### src/rtl/shift_auto_scale.sv
// Windowed peak detector that selects the left-shift count for the downstream shifter.
// Four registered stages: abs, window peak, headroom count, clamped shift output.
module shift_auto_scale #(
    parameter int DATA_WIDTH      = 8,
    parameter int WINDOW_LOG2     = 4,
    parameter int SHIFT_WIDTH     = 3,
    parameter int TARGET_HEADROOM = 1,
    parameter int MAX_SHIFT       = 7
) (
    input  logic                   clk,
    input  logic                   rst,
    input  logic [DATA_WIDTH-1:0]  data_in,
    input  logic                   data_valid,
    output logic [SHIFT_WIDTH-1:0] shift_amt,
    output logic                   shift_valid,
    output logic [DATA_WIDTH-1:0]  peak_out
);

    localparam logic [DATA_WIDTH-1:0] MOST_NEG = {1'b1, {(DATA_WIDTH-1){1'b0}}};
    localparam logic [DATA_WIDTH-1:0] MOST_POS = {1'b0, {(DATA_WIDTH-1){1'b1}}};

    logic [DATA_WIDTH-1:0]  abs_val;
    logic [DATA_WIDTH-1:0]  s1_abs;
    logic                   s1_valid;
    logic [WINDOW_LOG2-1:0] win_cnt;
    logic [DATA_WIDTH-1:0]  run_peak;
    logic [DATA_WIDTH-1:0]  win_peak;
    logic [DATA_WIDTH-1:0]  peak_hold;
    logic                   done;
    logic [SHIFT_WIDTH-1:0] h_q;
    logic [DATA_WIDTH-1:0]  s3_peak;
    logic                   s3_valid;
    logic [SHIFT_WIDTH-1:0] shift_next;
    int                     shift_raw;

    function automatic int unsigned lead_zeros(input logic [DATA_WIDTH-1:0] v);
        int unsigned n;
        n = DATA_WIDTH;
        for (int unsigned i = 0; i < DATA_WIDTH; i++) begin
            if (v[i]) n = DATA_WIDTH - 1 - i;
        end
        return n;
    endfunction

    // The most negative sample has no positive twin, so it saturates.
    always_comb begin
        abs_val = data_in;
        if (data_in[DATA_WIDTH-1]) begin
            if (data_in == MOST_NEG) abs_val = MOST_POS;
            else                     abs_val = -data_in;
        end
    end

    always_ff @(posedge clk) begin
        if (rst) begin
            s1_abs   <= '0;
            s1_valid <= 1'b0;
        end else begin
            s1_valid <= data_valid;
            if (data_valid) s1_abs <= abs_val;
        end
    end

    always_comb begin
        win_peak = run_peak;
        if (s1_abs > run_peak) win_peak = s1_abs;
    end

    // The window's final sample is folded into peak_hold directly, letting the
    // next window start on the very next valid sample.
    always_ff @(posedge clk) begin
        if (rst) begin
            win_cnt   <= '0;
            run_peak  <= '0;
            peak_hold <= '0;
            done      <= 1'b0;
        end else begin
            done <= 1'b0;
            if (s1_valid) begin
                win_cnt <= win_cnt + 1'b1;
                if (win_cnt == '1) begin
                    peak_hold <= win_peak;
                    run_peak  <= '0;
                    done      <= 1'b1;
                end else begin
                    run_peak <= win_peak;
                end
            end
        end
    end

    always_ff @(posedge clk) begin
        if (rst) begin
            h_q      <= '0;
            s3_peak  <= '0;
            s3_valid <= 1'b0;
        end else begin
            s3_valid <= done;
            if (done) begin
                h_q     <= SHIFT_WIDTH'(lead_zeros(peak_hold) - 1);
                s3_peak <= peak_hold;
            end
        end
    end

    always_comb begin
        shift_raw = int'(h_q) - TARGET_HEADROOM;
        if (shift_raw < 0)         shift_raw = 0;
        if (shift_raw > MAX_SHIFT) shift_raw = MAX_SHIFT;
        shift_next = SHIFT_WIDTH'(shift_raw);
    end

    always_ff @(posedge clk) begin
        if (rst) begin
            shift_amt   <= '0;
            shift_valid <= 1'b0;
            peak_out    <= '0;
        end else begin
            shift_valid <= s3_valid;
            if (s3_valid) begin
                shift_amt <= shift_next;
                peak_out  <= s3_peak;
            end
        end
    end

endmodule
### config.mk
export PLATFORM = sky130hd
export DESIGN_NAME = shift_auto_scale
export DESIGN_NICKNAME = d
export VERILOG_FILES = /design/src/rtl/shift_auto_scale.sv
export SDC_FILE = /design/constraint.sdc
export NUM_CORES = 1
export LEC_CHECK = 0
export ABC_CLOCK_PERIOD_IN_PS = 2350
export CAP_MARGIN = 20
export CORE_UTILIZATION = 50
export DETAILED_ROUTE_END_ITERATION = 10
export PLACE_DENSITY = 0.71
export SETUP_SLACK_MARGIN = 0.2
export SYNTH_ARGS = -nofsm -noshare
export SYNTH_HDL_FRONTEND = slang
export SYNTH_SLANG_ARGS = --single-unit
### constraint.sdc
create_clock -name clk -period 2.35 [get_ports clk]
set_input_delay 0.47 -clock clk [delete_from_list [all_inputs] [get_ports clk]]
set_output_delay 0.47 -clock clk [all_outputs]
set_load 0.02 [all_outputs]
==> metrics.yaml, run 1 <==
timing:
  hold_slack_ns: 0.4794
  tightestPinTransition_ns: 0.6605
  clock_skew_ns: 0.008309
  post-route-period-util_pct: 84.63
  rsz0062_at_grt: "no"
  max_freq_mhz: 502.8
  finalHoldViolations: 0
  max_slew_margin_pct: 55.90
  setup-violations-final: 0
  tns_ns: 0
  slew_viol_final: 0
  min_period_ns: 1.989
  setup_ws_ns: 0.3613
placement:
  place_ws_ns: 0.01612
  hpwl_um: 3460
  port_buffers: 22
  gp_congestion: 0.8437
route:
  wire_per_inst_um: 12.68
  vias: 1976
  firstDrtPassIters: 4
  viasPerCell: 5.429
  drt_iter0_markers: 80
  final_antenna_net_count: 0
  drc: 0
  wirelength_um: 4616
synth:
  synthArstFlopShare_pct: 0
  synth_nets: 299
  yosysWarningCount: 0
  synth_top_area_share_pct: 42.52
  synth_edf_count: 0
  synthCells: 276
  syn_area_mm2: 0.002542
  synth_area_per_cell_um2: 9.212
  yosysUniqueCellTypes: 42
  seq_area_frac_synth_pct: 42.52
  synth-seq-cells: 54
  synth_area_leader_cell: "dfxtp_1"
  yosys-top-cells-area: "dfxtp_1, mux2i_1, nor2_1"
  ys.flop_type: "dfxtp_1"
worst_setup_path:
  path_class: "primary input to flop"
  ff2ff_setup_slack_ns: 0.36
  cpLargestDelayFamily: "simple AND/OR/NAND/NOR gates"
  critPathArrivalTime_ns: 2.21
  worstSetupEndpointType: "flop"
  worstPathCellList: "clkdlybuf4s50_1 > or3_1 > or2_1 > nor3b_2 > a21boi_1 > a211oi_1"
  worstPathRequired_ns: 2.57
  worstPathMaxFanout: 6
  path_buf_inv: 1
  slowest_stage: "clkdlybuf4s50_1"
  max_stage_delay_ns: 0.45
  cp-start-kind: "primary input"
cells_and_area:
  nNetsFinal: 319
  n_fill_cell: 460
  antenna_cells: 0
  drive_gt1_share_pct: 8.754
  area_growth_pct: 15.35
floorplan:
  initial_utilization_pct: 52.78
  die_y_um: 73.31
  die_w_um: 73.31
  num_rows: 25
  dieArea_mm2: 0.005374
  io_pins: 23
  core_area_mm2: 0.004817
grt:
  grt_usage_pct: 18.68
  globalRouteOverflowTotal: 0
  grt_pass1_wl_um: 7838
  grt_pass1_vias: 1797
  grt_max_degree: 32
  antenna_found_initial: 0
hold_path:
  hp-class: "flop to flop"
clock_network:
  cts_root_buf: "clkbuf_8"
  clkTransAtPathRegs_ns: 0.10
  cts_tree: "done"
  cts.sinks: 54
  h-tree-depth: 2
  numCtsBuffers: 5
  cts_max_path_buffers: 2
  clkLatencyLatePin_ns: 0.31
job:
  drv_cap: 0
outcome:
  run_status: "complete, no violations"
power_and_ir_drop:
  cellPowerDensity_mw_per_mm2: 590.0
  vdd_drop_max_mv: 0.3787
  leakagePower_nw: 0.9816
## flip-flops by register name, indices dropped and copies added, names as in the netlist, 3 cells and up
register   count
peak_hold      8
win_cnt        4
run_peak       8
peak_out       8
s3_peak        8
s1_abs         8
h_q            3
shift_amt      3
## logic make-up (layout without fill, tap and decap cells)
family	Yosys count	in the layout	synth area share, %
buf+inv	34	55	5.414
xor+xnor	9	9	3.101
simple gates	83	83	15.80
compound gates	63	63	19.00
mux	21	21	8.268
fa+ha+maj	12	12	5.905
flops	54	54	42.52
## timing repair
item | in CTS | in global routing
resized for setup | 0 | 2
endpoints found under the setup margin | 0 | 11
hold buffers | 0 | 0
setup buffers | 0 | 2
## final cells by class
| cell class | instances | area [um^2] | area share (%) |
|---|---|---|---|
| tap | 67 | 83.83 | 2.858 |
| multi-input combinational | 188 | 1328 | 45.26 |
| sequential | 54 | 1081 | 36.86 |
| clock inverter | 3 | 28.78 | 0.9812 |
| inverter | 16 | 60.06 | 2.048 |
| clock buffer | 5 | 68.82 | 2.346 |
| timing repair buffer | 31 | 282.8 | 9.642 |
## placed cells by master, fill, tap and decap left out, drive strengths merged
master	count
dfxtp	54
nor2	46
mux2i	21
clkdlybuf4s50	21
inv	18
nand2b	12
ha	12
o211ai	10
o21ai	10
a211oi	10
buf	10
o32ai	8
a311oi	8
a21oi	7
nor2b	6
xor2	6
clkbuf	5
o31ai	4
nor3	3
nand4	3
xnor2	3
or3	2
nand3	2
nand2	2
o21bai	2
or2	2
and3	1
and2	1
and3b	1
nor3b	1
o221a	1
o2111ai	1
nor4	1
o41ai	1
a21boi	1
clkinv	1
## path summary, 6_finish.rpt
check	startpoint	to	cells after the start
max	data_in[3]	s1_abs[0]$_SDFFE_PP0P_	6
min	shift_amt[2]$_SDFFE_PP0P_	shift_amt[2]$_SDFFE_PP0P_	2
max reg2reg	run_peak[7]$_SDFFE_PP0P_	peak_hold[0]$_SDFFE_PP0P_	7
min reg2reg	shift_amt[2]$_SDFFE_PP0P_	shift_amt[2]$_SDFFE_PP0P_	2
## stage by stage
step                      std cells  util [%]  total power, mW  cell area [um^2]
after floorplan                 276         -            1.128              2542
after global placement          354     58.47            1.195              2816
after detailed placement        354     58.47            1.200              2816
after CTS                       362     60.49            1.740              2914
after global routing            364     60.88            1.812              2933
final                           364     60.88            1.730              2933
## synthesized netlist by cell type (2+ instances only)
master,n
a211oi_1,9
a21oi_1,6
a311oi_1,7
buf_1,2
buf_2,2
clkbuf_1,13
dfxtp_1,54
ha_1,12
inv_1,16
mux2i_1,21
nand2_1,2
nand2b_1,12
nand3_1,2
nand4_1,3
nor2_1,46
nor2b_1,6
nor3_1,3
o211ai_1,10
o21ai_0,9
o31ai_1,4
o32ai_1,8
or3_1,2
xnor2_1,3
xor2_1,6
## where the power goes
group / total (mW) / switching [mW] / internal, mW
logic: 0.242 / 0.134 / 0.107
clock network: 0.540 / 0.317 / 0.223
registers: 0.949 / 0.0171 / 0.932
## layer usage
layer	wire length, um	global-route usage (%)	part of all wire, %	vias up
met5	0	0	0	-
met4	53	5.556	1.1	0
met3	135	4.115	2.9	5
met2	2308	34.47	50	30
met1	2119	21.48	46	920
li1	-	-	-	1021
## worst register-to-register path, delay by kind of cell, from the launching register on
kind	cells	cell delay, ns
buffers and inverters	1	0.06
AO/OA/AOI/OAI	3	0.54
adder cells (fa/ha/maj)	1	0.30
AND/OR/NAND/NOR	2	0.65
flip-flops	1	0.36
No activity file was read; power rests on OpenSTA's default activity.
==> run 2: changes to the inputs <==
--- a/config.mk
+++ b/config.mk
@@ -5,11 +5,11 @@
 export SDC_FILE = /design/constraint.sdc
 export NUM_CORES = 1
 export LEC_CHECK = 0
-export ABC_CLOCK_PERIOD_IN_PS = 2350
+export ABC_CLOCK_PERIOD_IN_PS = 1600
 export CAP_MARGIN = 20
 export CORE_UTILIZATION = 50
 export DETAILED_ROUTE_END_ITERATION = 10
-export PLACE_DENSITY = 0.71
+export PLACE_DENSITY = 0.74
 export SETUP_SLACK_MARGIN = 0.2
 export SYNTH_ARGS = -nofsm -noshare
 export SYNTH_HDL_FRONTEND = slang
==> constraint.sdc (replaced) <==
create_clock -name clk -period 1.6 [get_ports clk]
set_input_delay 0.32 -clock clk [delete_from_list [all_inputs] [get_ports clk]]
set_output_delay 0.32 -clock clk [all_outputs]
set_load 0.02 [all_outputs]
==> run 2 against run 1 <==
  * The flow now finishes with violations (setup timing)
  * First-iteration DRC count is 57% higher
  * Power is 64% higher
  * Final cell count is 9.3% higher
  * Combinational power is 110% higher
  * Hold slack worse by 0.068 ns
  * Wire length is 17% higher
  * Clock skew is 0.0038 ns lower
  * Sequential power is 46% higher
  * Setup slack worse by 0.62 ns
  * Critical endpoint is now run_peak[1]$_SDFFE_PP0P_
==> metrics.yaml, run 2 (synthesis results as in run 1) <==
outcome:
  run_status: "complete, but fails checks"
  violations: "setup timing"
power_and_ir_drop:
  vdd_drop_max_mv: 0.4082
  cellPowerDensity_mw_per_mm2: 819.9
  p_total_mw: 2.842
  leakagePower_nw: 1.292
worst_setup_path:
  critPathArrivalTime_ns: 2.09
  cp.depth: 6
  timing.rr.end: "run_peak[1]$_SDFFE_PP0P_"
  worstPathCellList: "inv_2 > ha_4 > nand4_1 > or2_4 > o221a_4 > o32ai_1"
  crit_start: "run_peak[5]$_SDFFE_PP0P_"
  path_buf_inv: 1
  max_stage_delay_ns: 0.35
  cpLargestDelayFamily: "simple AND/OR/NAND/NOR gates"
  ff2ff_setup_slack_ns: -0.26
  rr_worst_depth: 6
  r2r_start: "run_peak[5]$_SDFFE_PP0P_"
  endpoint: "run_peak[1]$_SDFFE_PP0P_"
  cp-start-kind: "flop"
  worstSetupEndpointType: "flop"
  worstPathMaxFanout: 8
  path_class: "flop to flop"
  worstPathRequired_ns: 1.82
  slowest_stage: "dfxtp_2"
grt:
  globalRouteOverflowTotal: 0
  grt_usage_pct: 21.70
  grt_pass1_wl_um: 8942
  grt_max_degree: 31
  antenna_found_initial: 0
  grt_pass1_vias: 2048
cells_and_area:
  area_growth_pct: 36.32
  antenna_cells: 0
  n_fill_cell: 387
  mostFrequentLayoutCells: "nor2_1, dfxtp_1, buf_4"
  final_cells: 398
  multi_input_area_mm2: 0.001572
  seq_area_mm2: 0.001092
  nNetsFinal: 353
  drive_gt1_share_pct: 32.02
  final_cell_area_mm2: 0.003466
floorplan:
  initial_utilization_pct: 52.78
  die_y_um: 73.31
  die_w_um: 73.31
  core_area_mm2: 0.004817
  num_rows: 25
  io_pins: 23
  dieArea_mm2: 0.005374
hold_path:
  worstHoldStart: "data_in[0]"
  hp-class: "primary input to flop"
timing:
  setup-violations-final: 16
  max_slew_margin_pct: 61.71
  min_period_ns: 1.862
  finalHoldViolations: 0
  tightestPinTransition_ns: 0.5743
  clock_skew_ns: 0.004521
  hold_slack_ns: 0.4115
  setup_ws_ns: -0.2619
  max_freq_mhz: 537.1
  post-route-period-util_pct: 116.4
  slew_viol_final: 0
  rsz0062_at_grt: "yes"
route:
  final_antenna_net_count: 0
  wire_per_inst_um: 13.58
  firstDrtPassIters: 4
  wirelength_um: 5404
  vias: 2146
  viasPerCell: 5.392
  drc: 0
  drt_iter0_markers: 126
clock_network:
  clkTransAtPathRegs_ns: 0.10
  cts_root_buf: "clkbuf_8"
  clkLatencyLatePin_ns: 0.31
  h-tree-depth: 2
  cts.sinks: 54
  cts_max_path_buffers: 2
  cts_tree: "done"
  numCtsBuffers: 5
placement:
  placed_cells: 383
  port_buffers: 22
  gp_congestion: 0.8136
  hpwl_um: 3869
  place_ws_ns: -0.5260
  dpl_cell_area_mm2: 0.003147
job:
  drv_cap: 0
-- run 2: cell types whose count changed in the layout (fill, tap and decap cells not counted), sizes merged --
cell,previous run,this run
buf,10,46
clkdlybuf4s50,21,5
dlygate4sd2,0,12
and3b,1,2
bufinv,0,1
clkinv,1,0
dlymetal6s2s,0,1
-- run 2: cell type report --
| type | instances | share of cell area (%) |
|---|---|---|
| timing repair buffer | 64 | 15.63 |
| multi-input combinational | 189 | 45.34 |
| clock buffer | 5 | 1.986 |
| inverter | 16 | 1.733 |
| tap | 67 | 2.419 |
| clock inverter | 3 | 1.372 |
| sequential | 54 | 31.52 |
-- run 2: report_power, final --
part           switching (mW)  internal (mW)
combinational           0.259          0.243
sequential             0.0181           1.37
clock                   0.474          0.478
total                   0.751           2.09
-- run 2: how the worst min path moves through the flow --
stage                                end  slack (ns)  cells after the start
2_1_floorplan    s3_peak[0]$_SDFFE_PP0P_        0.46                      2
3_3_place_gp   shift_amt[2]$_SDFFE_PP0P_        0.46                      2
3_5_place_dp   shift_amt[2]$_SDFFE_PP0P_        0.48                      2
4_1_cts           s1_abs[3]$_SDFFE_PP0P_        0.41                      4
5_1_grt           s1_abs[0]$_SDFFE_PP0P_        0.43                      4
6_report          s1_abs[0]$_SDFFE_PP0P_        0.41                      4
-- run 2: layer usage --
metal | vias up | routed length [um] | GRT usage [%]
li1 | 1093 | - | -
met3 | 6 | 126 | 4.527
met1 | 1012 | 2278 | 22.83
met5 | - | 0 | 0
met4 | 0 | 75 | 7.692
met2 | 35 | 2923 | 42.18
-- run 2: worst register-to-register path, stage by stage, from the launching register on --
cell,delay [ns]
dfxtp_2,0.35
inv_2,0.05
ha_4,0.27
nand4_1,0.22
or2_4,0.34
o221a_4,0.32
o32ai_1,0.22
-- run 2: stage by stage --
step                utilization [%]  setup TNS, ns
CTS                           69.43         -3.324
global placement              65.32         -5.885
floorplan                         -         -2.924
detailed placement            65.32         -7.248
global route                  71.95         -4.791
finish                        71.95         -3.322
-- run 2: repair_timing --
item / CTS / global route
hold buffers: 0 / 0
endpoints found under the setup margin: 38 / 26
cloned: 1 / 0
hold endpoints to repair: 0 / 0
buffers inserted: 4 / 2
gates resized for setup: 40 / 22
pin swaps: 15 / 13
==> run 3: changes to the inputs <==
--- a/config.mk
+++ b/config.mk
@@ -6,10 +6,8 @@
 export NUM_CORES = 1
 export LEC_CHECK = 0
 export ABC_CLOCK_PERIOD_IN_PS = 1600
-export CAP_MARGIN = 20
-export CORE_UTILIZATION = 50
+export CORE_UTILIZATION = 30
 export DETAILED_ROUTE_END_ITERATION = 10
-export PLACE_DENSITY = 0.74
 export SETUP_SLACK_MARGIN = 0.2
 export SYNTH_ARGS = -nofsm -noshare
 export SYNTH_HDL_FRONTEND = slang
==> run 3 against run 2 <==
  * Sequential power about the same
  * The flow still finishes with violations (setup timing)
  * Largest power group unchanged
  * Clock power is 2% lower
  * Critical endpoint is now peak_hold[0]$_SDFFE_PP0P_
  * First-iteration DRC count shrank 77%
  * Critical path depth is 1 higher
  * Die area up 65%
  * Cell area up 1.5%
  * Final cell count rose by 9.5%
  * Highest routed layer unchanged
  * Core utilization decreased by 29 points
  * Global-route usage down 9.1 points
==> metrics.yaml, run 3 (synthesis results as in run 1) <==
outcome:
  run_status: "complete, but fails checks"
  violations: "setup timing"
timing:
  rsz0062_at_grt: "yes"
  clock_skew_ns: 0.01010
  post-route-period-util_pct: 115.8
  finalHoldViolations: 0
  max_slew_margin_pct: 58.06
  setup_ws_ns: -0.2522
  tightestPinTransition_ns: 0.6291
  min_period_ns: 1.852
  max_freq_mhz: 539.9
  setup-violations-final: 16
  tns_ns: -3.200
  slew_viol_final: 0
floorplan:
  io_pins: 23
  dieArea_mm2: 0.008847
  core_area_mm2: 0.008217
  die_w_um: 94.06
  die_y_um: 94.06
  initial_utilization_pct: 30.94
  num_rows: 33
clock_network:
  cts_max_path_buffers: 2
  h-tree-depth: 2
  cts_hold_buf: 0
  cts_root_buf: "clkbuf_8"
  clkTransAtPathRegs_ns: 0.10
  clkLatencyLatePin_ns: 0.31
  numCtsBuffers: 5
  cts_tree: "done"
  cts.sinks: 54
worst_setup_path:
  cpLargestDelayFamily: "simple AND/OR/NAND/NOR gates"
  critPathArrivalTime_ns: 2.08
  cp-start-kind: "flop"
  ff2ff_setup_slack_ns: -0.25
  rr_worst_depth: 7
  r2r_start: "run_peak[6]$_SDFFE_PP0P_"
  worstPathCellList: "inv_2 > ha_4 > o21ai_4 > o21bai_4 > and3b_2 > or3_1 > a311oi_2"
  path_class: "flop to flop"
  timing.rr.end: "peak_hold[0]$_SDFFE_PP0P_"
  worstPathMaxFanout: 9
  worstSetupEndpointType: "flop"
  worstPathRequired_ns: 1.82
  path_buf_inv: 1
  max_stage_delay_ns: 0.39
  slowest_stage: "or3_1"
placement:
  gp_congestion: 0.7574
  place_ws_ns: -0.4406
  placed_cells: 422
  dpl_cell_area_mm2: 0.003202
  hpwl_um: 3759
  port_buffers: 22
hold_path:
  hp-class: "primary input to flop"
  hold_end: "s1_abs[0]$_SDFFE_PP0P_"
  holdPathStages: 4
  worstHoldStart: "data_in[0]"
route:
  drc: 0
  wirelength_um: 5266
  viasPerCell: 4.805
  drt_iter0_markers: 29
  wire_per_inst_um: 12.08
  firstDrtPassIters: 4
  final_antenna_net_count: 0
  vias: 2095
grt:
  grt_pass1_vias: 1998
  grt_pass1_wl_um: 8901
  antenna_found_initial: 0
  grt_max_degree: 32
  globalRouteOverflowTotal: 0
  grt_usage_pct: 12.64
power_and_ir_drop:
  vdd_drop_max_mv: 0.3571
  p_total_mw: 2.805
  cellPowerDensity_mw_per_mm2: 797.4
  leakagePower_nw: 1.294
cells_and_area:
  mostFrequentLayoutCells: "dfxtp_1, nor2_1, buf_4"
  layout_commonest_cell: "dfxtp_1"
  n_fill_cell: 796
  final_cell_area_mm2: 0.003517
  drive_gt1_share_pct: 32.33
  nNetsFinal: 353
  final_cells: 436
  area_growth_pct: 38.34
  antenna_cells: 0
job:
  drv_cap: 0
-- run 3: cell count changes in the layout (fill, tap and decap cells not counted), sizes merged --
cell | before | now
clkdlybuf4s50 | 5 | 4
inv | 18 | 17
dlymetal6s2s | 1 | 2
buf | 46 | 47
and3b | 2 | 1
clkinv | 0 | 1
-- run 3: worst reg2reg max path, cell delays in order, from the launching register on --
cell and delay (ns):
dfxtp_2 0.35, inv_2 0.06, ha_4 0.28, o21ai_4 0.06, o21bai_4 0.18, and3b_2 0.28, or3_1 0.39, a311oi_2 0.18
-- run 3: area by class of cell --
type	count	area (um^2)	share of cell area (%)
timing repair buffer	65	548.0	15.58
sequential	54	1094	31.09
clock buffer	5	68.82	1.957
clock inverter	3	47.55	1.352
multi-input combinational	188	1568	44.57
tap	105	131.4	3.735
inverter	16	60.06	1.708
-- run 3: worst max-delay path by stage --
| stage | end | cells past startpoint | slack [ns] | start |
|---|---|---|---|---|
| global placement | s1_abs[1]$_SDFFE_PP0P_ | 6 | -0.40 | data_in[3] |
| detailed placement | s1_abs[1]$_SDFFE_PP0P_ | 6 | -0.44 | data_in[3] |
| CTS | run_peak[7]$_SDFFE_PP0P_ | 8 | -0.29 | run_peak[1]$_SDFFE_PP0P_ |
| finish | peak_hold[0]$_SDFFE_PP0P_ | 7 | -0.25 | run_peak[6]$_SDFFE_PP0P_ |
| global route | run_peak[4]$_SDFFE_PP0P_ | 8 | -0.36 | run_peak[1]$_SDFFE_PP0P_ |
| floorplan | peak_hold[0]$_SDFFE_PP0P_ | 8 | -0.24 | run_peak[7]$_SDFFE_PP0P_ |
-- run 3: what timing repair did --
item / 4_1_cts / 5_1_grt
pin swaps: 16 / 9
resized for setup: 47 / 16
buffers inserted: 6 / 0
endpoints found under the setup margin: 38 / 26
-- run 3: power by group --
| group | switching [mW] | leakage (nW) | internal, mW |
|---|---|---|---|
| sequential | 0.0199 | 0.441 | 1.37 |
| clock | 0.462 | 0.0587 | 0.475 |
| combinational | 0.245 | 0.794 | 0.236 |
-- run 3: routing by layer --
layer	part of all wire (%)	wire length, um	global-route usage, %	up-vias
met3	2.6	138	2.832	7
met1	47	2486	14.60	962
met5	0	0	0	-
li1	-	-	-	1090
met2	49	2580	22.63	36
met4	1.1	59	4.615	0
-- run 3: stage by stage --
stage | hold WS, ns | util, %
global placement | 0.4703 | 38.97
floorplan | 0.4601 | -
CTS | 0.4245 | 42.23
finish | 0.4331 | 42.80
global route | 0.4381 | 42.80
detailed placement | 0.4795 | 38.97
